## config.mk

```make
export PLATFORM = sky130hd
export DESIGN_NAME = itype_issue
export DESIGN_NICKNAME = d
export VERILOG_FILES = /design/src/rtl/itype_issue_pkg.sv /design/src/rtl/itype_issue_regfile.sv /design/src/rtl/itype_issue.sv
export SDC_FILE = /design/constraint.sdc
export NUM_CORES = 2
export LEC_CHECK = 0
export CORE_MARGIN = 2
export CORE_UTILIZATION = 35
export CTS_CLUSTER_SIZE = 8
export DETAILED_ROUTE_END_ITERATION = 10
export GPL_ROUTABILITY_DRIVEN = 0
export GPL_TIMING_DRIVEN = 0
export HOLD_SLACK_MARGIN = 0.12
export MAX_ROUTING_LAYER = met4
export PLACE_DENSITY = 0.54
export RECOVER_POWER = 50
export SYNTH_ARGS = -nofsm -noshare
export SYNTH_HDL_FRONTEND = slang
export SYNTH_SLANG_ARGS = --single-unit
```

## constraint.sdc

```tcl
create_clock -name clk -period 7.64 [get_ports clk]
set_clock_uncertainty 0.1 [all_clocks]
set_input_delay 1.528 -clock clk [delete_from_list [all_inputs] [get_ports clk]]
set_output_delay 1.528 -clock clk [all_outputs]
set_load 0.03 [all_outputs]
```

## src/rtl/itype_issue_pkg.sv

```systemverilog
// itype_issue_pkg: shared FSM encoding, opcode constant and instruction field helpers
package itype_issue_pkg;
  typedef enum logic [1:0] {S_IDLE, S_READ, S_EXEC, S_WB} state_t;
  localparam logic [6:0] OPCODE_OP_IMM = 7'b0010011;
  localparam int RS1_LSB = 15;
  localparam int RD_LSB = 7;
  localparam int OPC_LSB = 0;
  function automatic logic [4:0] rs1_of(input logic [31:0] i);
    return i[RS1_LSB +: 5];
  endfunction
  function automatic logic [4:0] rd_of(input logic [31:0] i);
    return i[RD_LSB +: 5];
  endfunction
  function automatic logic [6:0] opc_of(input logic [31:0] i);
    return i[OPC_LSB +: 7];
  endfunction
endpackage

```

## src/rtl/itype_issue_regfile.sv

```systemverilog
// regfile_32x32: one sync write port, operand and debug comb read ports, x0 hardwired zero
module regfile_32x32 #(
  parameter int N = 32
) (
  input  logic        clk,
  input  logic        rst,
  input  logic        we,
  input  logic [4:0]  waddr,
  input  logic [31:0] wdata,
  input  logic [4:0]  raddr,
  output logic [31:0] rdata,
  input  logic [4:0]  daddr,
  output logic [31:0] ddata
);
  logic [31:0] r [N];
  assign rdata = raddr == '0 ? '0 : r[raddr];
  assign ddata = daddr == '0 ? '0 : r[daddr];
  // clear on reset; writes to x0 are dropped so it always reads zero
  always_ff @(posedge clk) begin
    if (rst) begin
      for (int i = 0; i < N; i++) r[i] <= '0;
    end else if (we && waddr != '0) begin
      r[waddr] <= wdata;
    end
  end
endmodule

```

## src/rtl/itype_issue.sv

```systemverilog
// itype_issue: four-state issue/retire sequencer for RV32 I-type ops around an external ALU
module itype_issue
  import itype_issue_pkg::*;
#(
  parameter int XLEN = 32,
  parameter int NREGS = 32
) (
  input  logic            clk,
  input  logic            rst,
  input  logic            in_valid,
  output logic            in_ready,
  input  logic [31:0]     in_instr,
  output logic [31:0]     alu_instr,
  output logic [XLEN-1:0] alu_rs1_data,
  input  logic [XLEN-1:0] alu_result,
  output logic            wb_valid,
  output logic            wb_write,
  output logic [4:0]      wb_rd,
  output logic [XLEN-1:0] wb_data,
  input  logic [4:0]      dbg_addr,
  output logic [XLEN-1:0] dbg_data,
  output logic            busy
);
  state_t state;
  logic [31:0] instr_q;
  logic [XLEN-1:0] op_q, res_q, rs1_rdata;
  assign in_ready = state == S_IDLE;
  assign busy = state != S_IDLE;
  assign alu_instr = instr_q;
  assign alu_rs1_data = op_q;
  regfile_32x32 #(.N(NREGS)) u_rf (
    .clk(clk), .rst(rst),
    .we(state == S_WB && wb_write), .waddr(wb_rd), .wdata(res_q),
    .raddr(rs1_of(instr_q)), .rdata(rs1_rdata),
    .daddr(dbg_addr), .ddata(dbg_data)
  );
  // sequencer: latch, read operand, capture ALU result, retire; the rf write lands as WB ends
  always_ff @(posedge clk) begin
    if (rst) begin
      state <= S_IDLE;
      instr_q <= '0;
      op_q <= '0;
      res_q <= '0;
      wb_valid <= 1'b0;
      wb_write <= 1'b0;
      wb_rd <= '0;
      wb_data <= '0;
    end else begin
      case (state)
        S_IDLE: if (in_valid) begin
          instr_q <= in_instr;
          state <= S_READ;
        end
        S_READ: begin
          op_q <= rs1_rdata;
          state <= S_EXEC;
        end
        S_EXEC: begin
          res_q <= alu_result;
          wb_valid <= 1'b1;
          wb_write <= opc_of(instr_q) == OPCODE_OP_IMM && rd_of(instr_q) != '0;
          wb_rd <= rd_of(instr_q);
          wb_data <= alu_result;
          state <= S_WB;
        end
        default: begin
          wb_valid <= 1'b0;
          wb_write <= 1'b0;
          state <= S_IDLE;
        end
      endcase
    end
  end
endmodule
```

Word-level counts from Yosys, hierarchy flattened:

Memories as Yosys holds them, arrays and structs flattened. A register that Yosys moved wholly into a read port is not among the register bits.
Index checks and enable logic that the tools add are counted.
Widths: inputs -> output; s select.

* RAM bits: 1024
* logic and storage cells: 41
* register bits: 105
* output and inout port bits: 137
* input bits: 72
* memories kept: 1

Memories
* u_rf.r: words 32, width 32, read ports 2, clocked after memory_dff 1, write ports 32, line itype_issue_regfile.sv:15 `logic [31:0] r [N];`

* equal/unequal tests: 5
* mux-type cells: 16
* reductions and logical operators: 12

Operator list (number)
* $mux 32: 3
* $reduce_or 32->1: 1
* $mux 5: 3
* $logic_not 5->1: 2
* $reduce_bool 5->1: 2
* $eq 7x5->1 const B: 1
* $mux 1: 6
* $pmux 2 s3: 1
* $eq 2x2->1 const B: 2
* $pmux 1 s2: 2
* $logic_and 1x1->1: 3
* $eq 2x1->1 const B: 1
* $logic_not 2->1: 1
* $mux 2: 1
* $ne 2x2->1 const B: 1
* $reduce_and 2->1: 1
* $reduce_bool 2->1: 1
* $reduce_or 2->1: 1

Longest topological paths before layout:

* word-level depth: 8
* depth in mapped cells: 9

Cells and area by module:

A second synthesis with hierarchy kept.

* cells, all modules: 3898
* area total of the unflattened synthesis: 58054.4 um2

By module, submodules not included
* regfile_32x32: area each 54232.0 um2, cells an instance 3502, times used 1
* itype_issue: area each 3822.4 um2, cells an instance 396, times used 1

Least setup slack after synthesis:

No wires, ideal clock.

* path kind: in2out
* start: in dbg_addr[1]
* end: out dbg_data[23]
* buffers on the path: 4
* arrival: 3.365 ns
* stages: 8
* setup slack: 2.647 ns
* required time: 6.012 ns
* cell sequence: buf_2 > buf_4 > buf_4 > buf_2 > mux2i_1 > a221oi_1 > o21ai_0 > a31oi_1

* word-level cells in the longest chain between the ends: 2
* elaborated cells between the ends (all ways): 3

RTL lines
* from (decl): line itype_issue.sv:20 `input logic [4:0] dbg_addr,`
* $mem_v2 32x32 / $logic_not 5->1 (equally long branches)
* $mux 32 (*): line itype_issue_regfile.sv:17 `assign ddata = daddr == '0 ? '0 : r[daddr];`
* to (decl): line itype_issue.sv:21 `output logic [XLEN-1:0] dbg_data,`

Every way passes the cells marked *; elsewhere a longest branch is shown, timed or not.

Final worst setup path:

* start: in dbg_addr[0]
* end: out dbg_data[16]

The elaborated chain is that of the path after synthesis.

==> qor.yml <==
outcome:
  status: "finished, violations left"
  violations: "max-capacitance violations, max-slew violations"
place:
  postPlaceCellArea_mm2: 0.0639
  place_ws_ns: 0.322
  post-dp-hpwl_mm: 179
  port_buffers: 203
floorplan:
  dieArea_mm2: 0.172
  core-area_mm2: 0.167
  num_io_pins: 209
  die_h_um: 415
  die_x_um: 415
  placementRows: 150
  initial_core_util_pct: 35.3
cts:
  cts-root-buf: "clkbuf_16"
  cts_inserted_buffers: 161
  cts_tree: "yes"
  clock_sinks: 1134
  holdBufCountCts: 0
  htreeDepth: 4
  postCtsResizedCells: 0
  clk_pin_slew_ns: 0.05
  clock_latency_ns: 0.83
  cts_buffer_depth: 3
  cts_setup_buffers: 0
detailed_routing:
  wire_per_inst_um: 36.1
  drt_iter0_markers: 5856
  antenna_left: 0
  drc_errors: 0
  dr.pass1.iters: 7
  wirelength_mm: 250
  drt-vias-per-instance: 5.95
  vias: 41108
worst_setup_path:
  end_kind: "output port"
  critPathBufInv: 5
  crit_fanout: 10
  cp_slowest_stage_delay_ns: 0.83
  cp-start-kind: "input port"
  slowest_stage: "clkdlybuf4s50_1"
  worst-setup-path-type: "in2out"
  worstPathArrival_ns: 5.83
  path_common_cell: "clkbuf_1"
  cp.required_ns: 6.01
  crit_family: "buffers and inverters"
  path_cells: "clkbuf_1 > buf_2 > and2_1 > clkbuf_1 > clkbuf_1 > a22oi_1 > a31oi_1 > clkdlybuf4s50_1"
final_layout:
  stdcell_area_mm2: 0.0687
  synthToLayoutAreaGrowth_pct: 16.4
  fin_nets: 4655
  final_common_cell: "edfxtp_1"
  fillers: 15678
  drive_gt1_share_pct: 15.8
  mostFrequentLayoutCells: "edfxtp_1, and2_1, and2_0"
global_routing:
  grt_max_degree: 33
  track_usage_pct: 29.3
  grt_pass1_wl_mm: 335
  grt_overflow: 0
  antenna_found_initial: 15
  grt_pass1_vias: 40056
sta:
  relSlewSlack_pct: -123
  rsz0062_at_grt: "no"
  fmax_ghz: 0.134
  worst_slew_pin_slew_ns: 3.35
  hold_viol: 0
  period_minus_slack_ns: 7.45
  finalSetupViolations: 0
  fin_ws_ns: 0.187
  drv_slew: 130
  timing.final.crit_share_pct: 97.6
  setup_tns_ns: 0
power_and_ir_drop:
  p_per_area_mw_per_mm2: 243
  vdd_ir_drop_max_mv: 0.266
  p_leak_nw: 23.3
logic_synthesis:
  ys_ff_latch: 1134
  syn_inst: 4179
  synth.top_cell.area_share_pct: 52.1
  yosys.area.top_type: "edfxtp_1"
  synth.avg_cell_area_um2: 14.1
  ys_seq_area_share_pct: 55.8
  synth_cell_type_count: 49
  synth_area_leaders: "edfxtp_1, mux4_2, and2_1"
  yosysWarningCount: 0
  syn_area_mm2: 0.0590
worst_hold_path:
  hp-class: "reg2reg"
run:
  cap_violations: 7
layout make-up:
type | count | area (um2) | area share (%)
Sequential cell | 1134 | 33000 | 48.0
Timing Repair Buffer | 205 | 2060 | 2.99
Tap cell | 2204 | 2760 | 4.02
Clock buffer | 259 | 4400 | 6.40
Multi-Input combinational cell | 2635 | 24300 | 35.4
Inverter | 5 | 18.8 | 0.0273
Clock inverter | 21 | 295 | 0.430
Antenna cell | 13 | 32.5 | 0.0474
Buffer | 436 | 1820 | 2.65
state kept, by name, indices dropped and copies added (netlist names), named ones only:
name and cells:
state 2, wb_valid 1, u_rf.r 1024, alu_instr 32
wb_rd 5, res_q 32, wb_write 1, alu_rs1_data 32
tightest hold or removal path, stage by stage (launching register included):
cell,delay [ns]
dfxtp_1,0.30
nand2_1,0.05
a21oi_1,0.05
through the flow:
stage | hold WS (ns) | utilization (%) | instances | power (W)
after floorplan | 0.436 | - | 4210 | 0.00859
after global placement | 0.346 | 38.2 | 6617 | 0.00979
after detailed placement | 0.348 | 38.2 | 6617 | 0.00980
after CTS | 0.353 | 41.0 | 6897 | 0.0166
after global routing | 0.370 | 41.0 | 6901 | 0.0170
final | 0.348 | 41.0 | 6912 | 0.0167
Yosys cell counts, drive strengths merged:
cell / n
a21oi: 66
mux2: 32
a22oi: 96
nand3: 3
o22a: 1
nor3b: 3
mux2i: 358
a221oi: 32
nand2b: 37
a211oi: 32
mux4: 384
and2: 1020
nand3b: 3
dfxtp: 110
a2111oi: 64
o22ai: 32
ha: 5
nand4bb: 1
nor4bb: 1
nor2b: 73
buf: 106
nand2: 107
a31oi: 32
inv: 5
nand4: 1
nor4b: 33
conb: 1
or3b: 2
nor2: 74
or2: 32
nor3: 2
o2111ai: 1
o21ai: 35
clkbuf: 330
a221o: 32
or4: 2
edfxtp: 1024
and3: 7
per-layer routing:
layer  GRT usage, %  up-vias  part of all wire [%]
met2           43.7     2730                    45
met5              -        -                     0
met3           8.03      555                    12
met4           13.0        0                   5.1
met1           37.3    21144                    39
li1               -    16679                     -
path summary, 6_finish.rpt:
kind	startpoint	end	slack, ns	cells after the start
worst min-delay path	alu_instr[26]	alu_instr[26]	0.35	2
worst max register to register	wb_rd[4]	u_rf.r[4][8]	3.05	6
worst max-delay path	dbg_addr[0]	dbg_data[16]	0.19	8
worst min register to register	alu_instr[26]	alu_instr[26]	0.35	2
power breakdown:
group	internal, W	total [W]	switching (W)	leakage, nW
clock network	0.00397	0.00690	0.00293	2.23
logic	0.000836	0.00257	0.00173	9.61
registers	0.00700	0.00720	0.000193	11.4
cell families after synthesis:
kind of cell,Yosys count,synth area share [%]
AO/OA/AOI/OAI,423,5.33
adder cells (fa/ha/maj),5,0.106
buffers and inverters,441,3.11
flip-flops,1134,55.8
multiplexers,774,21.3
other,1,0.00635
AND/OR/NAND/NOR,1401,14.3
(Power assumes the default switching activity.)
